--- config.mk ---
export PLATFORM = sky130hd
export DESIGN_NAME = dt_key_loader
export DESIGN_NICKNAME = d
export VERILOG_FILES = /design/src/rtl/dt_key_loader.sv
export SDC_FILE = /design/constraint.sdc
export NUM_CORES = 1
export LEC_CHECK = 0
export ABC_AREA = 1
export CAP_MARGIN = 40
export CORE_ASPECT_RATIO = 0.6
export CORE_MARGIN = 10
export CORE_UTILIZATION = 60
export DETAILED_ROUTE_END_ITERATION = 7
export PLACE_DENSITY = 0.89
export REMOVE_ABC_BUFFERS = 1
export SYNTH_ARGS = -nofsm -noshare
export SYNTH_HDL_FRONTEND = slang
export SYNTH_SLANG_ARGS = --single-unit
--- constraint.sdc ---
create_clock -name CLK -period 2.9 [get_ports CLK]
set_clock_uncertainty 0.1 [all_clocks]
set_input_delay 0.725 -clock CLK [delete_from_list [all_inputs] [get_ports CLK]]
set_output_delay 0.725 -clock CLK [all_outputs]
set_load 0.03 [all_outputs]
--- src/rtl/dt_key_loader.sv ---
// dt_key_loader: serial unlock-key loader for the locked decision-tree
// classifiers. It shifts in KEY_W key bits (LSB first) and then one parity bit,
// and checks the whole frame for even parity. KEY is driven only after a
// frame passes the check, so the tree never sees a partial or corrupted key.
//
// Optional build macro DT_KEY_LOADER_LOCKOUT_EN: after three consecutive
// parity failures the loader latches in LOCKOUT until reset.
//
// state   | meaning
// --------+-------------------------------------------------------------
// IDLE    | no load since reset; serial inputs ignored
// SHIFT   | collecting key bits, then the parity bit (key_sen-gated)
// CHECK   | one cycle: parity verdict, commit shadow to KEY or flag error
// VALID   | KEY holds a checked key; waits for key_start
// ERR     | last load failed parity; KEY=0, waits for key_start
// LOCKOUT | (lockout build) too many failures; only reset leaves it
module dt_key_loader #(
   parameter int KEY_W = 21,
   parameter int CNT_W = 5
) (
   input  logic             CLK,
   input  logic             RST,
   input  logic             key_start,
   input  logic             key_sen,
   input  logic             key_sdi,
   output logic [KEY_W-1:0] KEY,
   output logic             key_valid,
   output logic             key_err,
   output logic             busy
);

   typedef enum logic [2:0] {
      IDLE,
      SHIFT,
      CHECK,
      VALID,
      ERR
`ifdef DT_KEY_LOADER_LOCKOUT_EN
      , LOCKOUT
`endif
   } state_t;

   state_t           state;
   state_t           state_nxt;
   logic [CNT_W-1:0] cnt;
   logic [KEY_W-1:0] shadow;
   logic             par_acc;
   logic             start_ok;
   logic             data_bit;
   logic             parity_bit;

`ifdef DT_KEY_LOADER_LOCKOUT_EN
   logic [1:0]       fail_cnt;
   assign start_ok = key_start && (state != LOCKOUT);
`else
   assign start_ok = key_start;
`endif

   // Serial strobes: a data bit while the counter is below KEY_W, the parity
   // bit once it has reached KEY_W.
   assign data_bit   = (state == SHIFT) && key_sen && (cnt <  CNT_W'(KEY_W));
   assign parity_bit = (state == SHIFT) && key_sen && (cnt == CNT_W'(KEY_W));

   // State register; busy is registered from the next state so it tracks
   // SHIFT/CHECK exactly without an input-to-output path.
   always_ff @(posedge CLK or negedge RST) begin
      if (!RST) begin
         state <= IDLE;
         busy  <= 1'b0;
      end else begin
         state <= state_nxt;
         busy  <= (state_nxt == SHIFT) || (state_nxt == CHECK);
      end
   end

   // Next-state logic; key_start overrides everything except LOCKOUT.
   always_comb begin
      state_nxt = state;
      case (state)
         SHIFT: if (parity_bit) state_nxt = CHECK;
         CHECK: begin
            if (!par_acc) begin
               state_nxt = VALID;
            end else begin
               state_nxt = ERR;
`ifdef DT_KEY_LOADER_LOCKOUT_EN
               if (fail_cnt == 2'd2) state_nxt = LOCKOUT;
`endif
            end
         end
         default: state_nxt = state;
      endcase
      if (start_ok) state_nxt = SHIFT;
   end

   // Datapath: shadow capture, parity accumulation and the KEY commit.
   always_ff @(posedge CLK or negedge RST) begin
      if (!RST) begin
         cnt       <= '0;
         shadow    <= '0;
         par_acc   <= 1'b0;
         KEY       <= '0;
         key_valid <= 1'b0;
         key_err   <= 1'b0;
`ifdef DT_KEY_LOADER_LOCKOUT_EN
         fail_cnt  <= 2'd0;
`endif
      end else if (start_ok) begin
         cnt       <= '0;
         shadow    <= '0;
         par_acc   <= 1'b0;
         KEY       <= '0;
         key_valid <= 1'b0;
         key_err   <= 1'b0;
      end else if (data_bit) begin
         shadow[cnt] <= key_sdi;
         par_acc     <= par_acc ^ key_sdi;
         cnt         <= cnt + 1'b1;
      end else if (parity_bit) begin
         par_acc <= par_acc ^ key_sdi;
      end else if (state == CHECK) begin
         if (!par_acc) begin
            KEY       <= shadow;
            key_valid <= 1'b1;
`ifdef DT_KEY_LOADER_LOCKOUT_EN
            fail_cnt  <= 2'd0;
`endif
         end else begin
            key_err   <= 1'b1;
`ifdef DT_KEY_LOADER_LOCKOUT_EN
            fail_cnt  <= fail_cnt + 2'd1;
`endif
         end
      end
   end

endmodule
==> flow_metrics.env, run 1 <==
export IMPL_power_density_nw_per_um2=437
export IMPL_ys_seq_area_share_pct=48.5
export IMPL_ant_nets=0
export IMPL_grt_pass1_vias=2372
export IMPL_synthToLayoutAreaGrowth_pct=13.5
export IMPL_cts_setup_buffers=0
export IMPL_reg2regPathDepth=7
export IMPL_ys_warn_count=0
export IMPL_ir_worst_vdd_mv=0.324
export IMPL_grt_overflow_total=0
export IMPL_viasPerCell=5.35
export IMPL_cp_start_kind="input pin"
export IMPL_critPathCaptureType="register"
export IMPL_first_pass_iters=4
export IMPL_p_leak_nw=1.73
export IMPL_ios=29
export IMPL_p_sw_mw=0.375
export IMPL_clock_path_buffers=2
export IMPL_reg2reg_from="state[0]"
export IMPL_period_share_pct=75.2
export IMPL_fillers=361
export IMPL_power_share_sequential_pct=56.7
export IMPL_finalHoldViolCount=0
export IMPL_start_util_pct=61.7
export IMPL_slew_headroom_pct=53.8
export IMPL_wl_per_cell_um=13.4
export IMPL_path_clk_slew_ns=0.09
export IMPL_drt_iter0_drc=193
export IMPL_place_congestion=0.819
export IMPL_synthCells=371
export IMPL_finalSetupViolCount=0
export IMPL_clkLatencyLatePin_ns=0.31
export IMPL_power_internal_mw=1.00
export IMPL_hold_path_class="in -> async"
export IMPL_drive_gt1_share_pct=5.63
export IMPL_die_x_um=108
export IMPL_path_delay_family="buffers and inverters"
export IMPL_synth_area_um2=2790
export IMPL_rr_endpoint="KEY[3]"
export IMPL_drv_slew=0
export IMPL_critical_path_class="in -> reg"
export IMPL_worst_pin_slew_ns=0.693
export IMPL_grt_antenna_before_repair=0
export IMPL_swShare_pct=27.2
export IMPL_yosys_area_top_type="dfrtp_1"
export IMPL_vias=2427
export IMPL_grt_pass1_wl_um=10900
export IMPL_cpMostUsedCell="nand2_1"
export IMPL_max_cap_viol_count=0
export IMPL_period_minus_slack_ns=2.18
export IMPL_cts_tree="done"
export IMPL_hpwl_um=4220
export IMPL_critPathSlowestCell="clkdlybuf4s50_1"
export IMPL_coreArea_um2=4520
export IMPL_io_buffer_count=28
export IMPL_cts_sink_count=54
export IMPL_yosysUniqueCellTypes=25
export IMPL_rows=19
export IMPL_grt_use_total_pct=16.6
export IMPL_synth_seq_cells=54
export IMPL_die_area_um2=7860
export IMPL_cts_max_level=2
export IMPL_cts_resized=0
export IMPL_layout_commonest_cell="nand2_1"
export IMPL_critPathBufInv=4
export IMPL_diodes=0
export IMPL_finalWirelength_um=6100
export IMPL_fmax_mhz=458
export IMPL_final_cell_mix="nand2_1, dfrtp_1, nand3_1"
export IMPL_critPathMaxStageDelay_ns=0.43
export IMPL_combPwrFrac_pct=13.0
export IMPL_synth_area_leaders="dfrtp_1, nand2_1, nand3_1"
export IMPL_crit_chain="clkdlybuf4s50_1 -> inv_2 -> nand2_1 -> inv_1 -> buf_4 -> nand2_1 -> nand2_1"
export IMPL_dpl_cell_area_um2=3080
export IMPL_netlist_area_leader_share_pct=48.5
export IMPL_die_h_um=72.8
export IMPL_root_buffer="clkbuf_8"
export IMPL_arrival_ns=2.33
export IMPL_tns_ns=0
export IMPL_cp_data_required_time_ns=3.05
export IMPL_status="finished clean"
export IMPL_power_frac_clock_pct=30.3
export IMPL_grt_max_degree=48
export IMPL_final_area_um2=3160
export IMPL_syn_area_per_cell_um2=7.51
export IMPL_worstPathMaxFanout=21
export IMPL_hold_buffers=0
export IMPL_numCtsBuffers=5
export IMPL_nNetsFinal=401
export IMPL_rrSetupSlack_ns=1.11
export IMPL_rsz0062_at_grt="no"
export IMPL_drc=0
[worst max-delay path by stage]
stage	start	to	depth (start not counted)
global placement	key_start	KEY[2]	7
global route	key_start	KEY[17]	7
CTS	KEY[10]	KEY[10]	1
floorplan	key_start	busy	6
finish	key_start	KEY[3]	7
detailed placement	key_start	KEY[3]	7
[final cells by class]
type	instances	area, um^2	area share, %
flip-flops and latches	54	1350	42.8
multi-input cells	277	1240	39.1
repair buffers	35	340	10.8
clock buffers	6	82.6	2.61
well taps	63	78.8	2.49
inverters	19	71.3	2.26
[synthesized netlist by cell type]
| master | count |
|---|---|
| nor2_1 | 11 |
| inv_1 | 17 |
| nand2_2 | 2 |
| and2_1 | 1 |
| xnor2_1 | 1 |
| buf_1 | 1 |
| o21ai_1 | 1 |
| a21oi_1 | 2 |
| o21a_1 | 1 |
| inv_2 | 2 |
| clkbuf_1 | 4 |
| nor3_1 | 22 |
| nand3_2 | 2 |
| nor2_4 | 1 |
| ha_1 | 4 |
| nand3_4 | 1 |
| buf_4 | 1 |
| nand4_1 | 1 |
| nand3_1 | 53 |
| o21ai_0 | 1 |
| xor2_1 | 2 |
| dfrtp_1 | 54 |
| nand2_1 | 171 |
| buf_2 | 11 |
| buf_6 | 4 |
[metal layers]
layer,part of all wire [%],track usage [%]
met1,46,21.6
met2,45,27.1
met3,7.2,3.88
met4,1.3,4.57
met5,0,0
[power groups by stage]
stage / Clock, mW / Combinational, mW / Sequential (mW)
final: 0.418 / 0.180 / 0.782
after CTS: 0.425 / 0.181 / 0.782
after floorplan: 0 / 0.100 / 0.799
after global placement: 0 / 0.172 / 0.796
after detailed placement: 0 / 0.178 / 0.797
after global routing: 0.455 / 0.206 / 0.784
[registers in the layout (all words and copies together) (netlist names)]
signal and flops:
busy 1, key_err 1, par_acc 1, shadow 21, state 3, cnt 5, KEY 21, key_valid 1
[through the flow]
step	util (%)	hold WS (ns)	total power, mW	setup slack (ns)	instances
3_5_place_dp	68.1	0.360	0.975	0.408	448
4_1_cts	70.0	0.375	1.39	0.704	454
2_1_floorplan	-	0.329	0.899	0.321	350
3_3_place_gp	68.1	0.356	0.969	0.529	448
5_1_grt	70.0	0.396	1.45	0.556	454
6_report	70.0	0.352	1.38	0.718	454
[logic make-up after synthesis]
logic type,Yosys count,synth area share (%)
AO/OA/AOI/OAI,5,0.988
buffers and inverters,40,7.10
adder cells (fa/ha/maj),4,1.80
AND/OR/NAND/NOR,265,40.7
XOR/XNOR,3,0.944
flip-flops,54,48.5
No activity file was read; power rests on OpenSTA's default activity.
==> inputs of run 2 (changes only) <==
CORE_UTILIZATION = 51   (was 60)
PLACE_DENSITY = 0.81   (was 0.89)
clock period = 1.9 ns   (was 2.9 ns; I/O delays follow)
==> flow_metrics.env, run 2 (synthesized netlist as in run 1, its figures left out) <==
export IMPL_coreArea_um2=5180
export IMPL_drt_iter0_drc=143
export IMPL_fillers=476
export IMPL_max_cap_viol_count=0
export IMPL_root_buffer="clkbuf_8"
export IMPL_cts_tree="done"
export IMPL_p_leak_nw=1.87
export IMPL_power_internal_mw=1.51
export IMPL_die_area_um2=8910
export IMPL_layout_commonest_cell="nand2_1"
export IMPL_place_congestion=0.822
export IMPL_critPathCaptureType="primary output"
export IMPL_top_layer="met4"
export IMPL_grt_max_degree=55
export IMPL_status="finished clean"
export IMPL_swShare_pct=28.0
export IMPL_rsz0062_at_grt="no"
export IMPL_power_density_nw_per_um2=657
export IMPL_drv_slew=0
export IMPL_power_frac_clock_pct=29.6
export IMPL_numCtsBuffers=5
export IMPL_power_total_mw=2.10
export IMPL_slew_headroom_pct=56.5
export IMPL_final_cell_mix="nand2_1, dfrtp_1, nand3_1"
export IMPL_period_share_pct=87.1
export IMPL_ant_nets=0
export IMPL_critPathSlowestCell="dlygate4sd2_1"
export IMPL_diodes=0
export IMPL_combPwrFrac_pct=13.5
export IMPL_hold_buffers=0
export IMPL_start_util_pct=53.8
export IMPL_cp_data_required_time_ns=1.32
export IMPL_cts_setup_buffers=0
export IMPL_fmax_mhz=604
export IMPL_cts_max_level=2
export IMPL_vias=2398
export IMPL_grt_overflow_total=0
export IMPL_hpwl_um=4110
export IMPL_nNetsFinal=406
export IMPL_grt_pass1_vias=2310
export IMPL_die_x_um=115
export IMPL_wl_per_cell_um=12.8
export IMPL_grt_use_total_pct=13.9
export IMPL_cts_sink_count=54
export IMPL_critical_path_class="reg -> out"
export IMPL_wl_met2_um=2590
export IMPL_dpl_cell_area_um2=3140
export IMPL_path_delay_family="buffers and inverters"
export IMPL_routed_wl_met3_um=431
export IMPL_clock_path_buffers=2
export IMPL_critPathMaxStageDelay_ns=0.41
export IMPL_drc=0
export IMPL_drive_gt1_share_pct=7.05
export IMPL_final_area_um2=3190
export IMPL_synthToLayoutAreaGrowth_pct=14.6
export IMPL_hold_path_class="in -> async"
export IMPL_rows=20
export IMPL_cp_start_kind="register"
export IMPL_arrival_ns=1.08
export IMPL_die_h_um=77.2
export IMPL_finalWirelength_um=5930
export IMPL_critPathBufInv=1
export IMPL_clkLatencyLatePin_ns=0.31
export IMPL_power_share_sequential_pct=56.9
export IMPL_grt_pass1_wl_um=10400
export IMPL_worst_pin_slew_ns=0.651
export IMPL_p_sw_mw=0.586
export IMPL_wl_met1_um=2840
export IMPL_finalHoldViolCount=0
export IMPL_worstPathMaxFanout=2
export IMPL_io_buffer_count=28
export IMPL_ios=29
export IMPL_grt_antenna_before_repair=0
export IMPL_first_pass_iters=4
export IMPL_period_minus_slack_ns=1.66
export IMPL_crit_chain="dlygate4sd2_1"
export IMPL_utilization_pct=61.6
export IMPL_ir_worst_vdd_mv=0.488
export IMPL_path_clk_slew_ns=0.10
export IMPL_largestRegisters="KEY x21, shadow x21, cnt x5"
export IMPL_finalSetupViolCount=0
export IMPL_viasPerCell=5.18
export IMPL_tns_ns=0
[run 2: changes by cell type in the layout (fill, tap and decap cells not counted), sizes merged]
| cell | previous run | this run |
|---|---|---|
| clkdlybuf4s50 | 27 | 3 |
| dlygate4sd2 | 0 | 24 |
| buf | 8 | 13 |
| clkinv | 0 | 2 |
| clkbuf | 6 | 5 |
[run 2: what timing repair did]
| action | 4_1_cts | 5_1_grt |
|---|---|---|
| setup endpoints to repair | 24 | 0 |
| hold endpoints to repair | 0 | 0 |
| gates resized for setup | 24 | 0 |
[run 2: worst paths after layout]
| path | depth (start not counted) | slack, ns | from | endpoint |
|---|---|---|---|---|
| max in group asynchronous | 2 | 1.42 | RST | KEY[3] |
| worst min register to register | 2 | 0.38 | shadow[12] | shadow[12] |
| worst min-delay path | 2 | 0.04 | RST | shadow[18] |
| min in group CLK | 2 | 0.38 | shadow[12] | shadow[12] |
| worst max-delay path | 1 | 0.24 | KEY[3] | KEY[3] |
| worst max register to register | 9 | 0.35 | cnt[1] | busy |
[run 2: area by class of cell]
cell class	count	area, um^2	area share (%)
multi-input combinational	277	1240	38.7
clock inverter	2	10.0	0.313
clock buffer	5	68.8	2.16
timing repair buffer	40	373	11.7
sequential	54	1350	42.3
inverter	19	71.3	2.23
tap	66	82.6	2.59
[run 2: layer usage]
| metal | global-route usage (%) | vias to the layer above |
|---|---|---|
| met3 | 4.66 | 10 |
| met4 | 4.16 | 0 |
| met1 | 17.7 | 1102 |
| li1 | - | 1226 |
| met5 | 0 | - |
| met2 | 21.8 | 60 |
[run 2: power groups by stage]
stage | clock network (mW) | registers, mW | logic, mW
floorplan | 0 | 1.22 | 0.153
global placement | 0 | 1.21 | 0.279
detailed placement | 0 | 1.22 | 0.287
CTS | 0.639 | 1.19 | 0.286
global route | 0.687 | 1.20 | 0.319
finish | 0.620 | 1.19 | 0.283
[run 2: metrics by stage]
stage | hold slack (ns) | cells | setup WS (ns)
floorplan | 0.0794 | 350 | -0.429
global placement | 0.358 | 456 | 0.0197
detailed placement | 0.359 | 456 | -0.0133
CTS | 0.0495 | 463 | 0.220
global route | 0.0627 | 463 | 0.160
finish | 0.0361 | 463 | 0.245
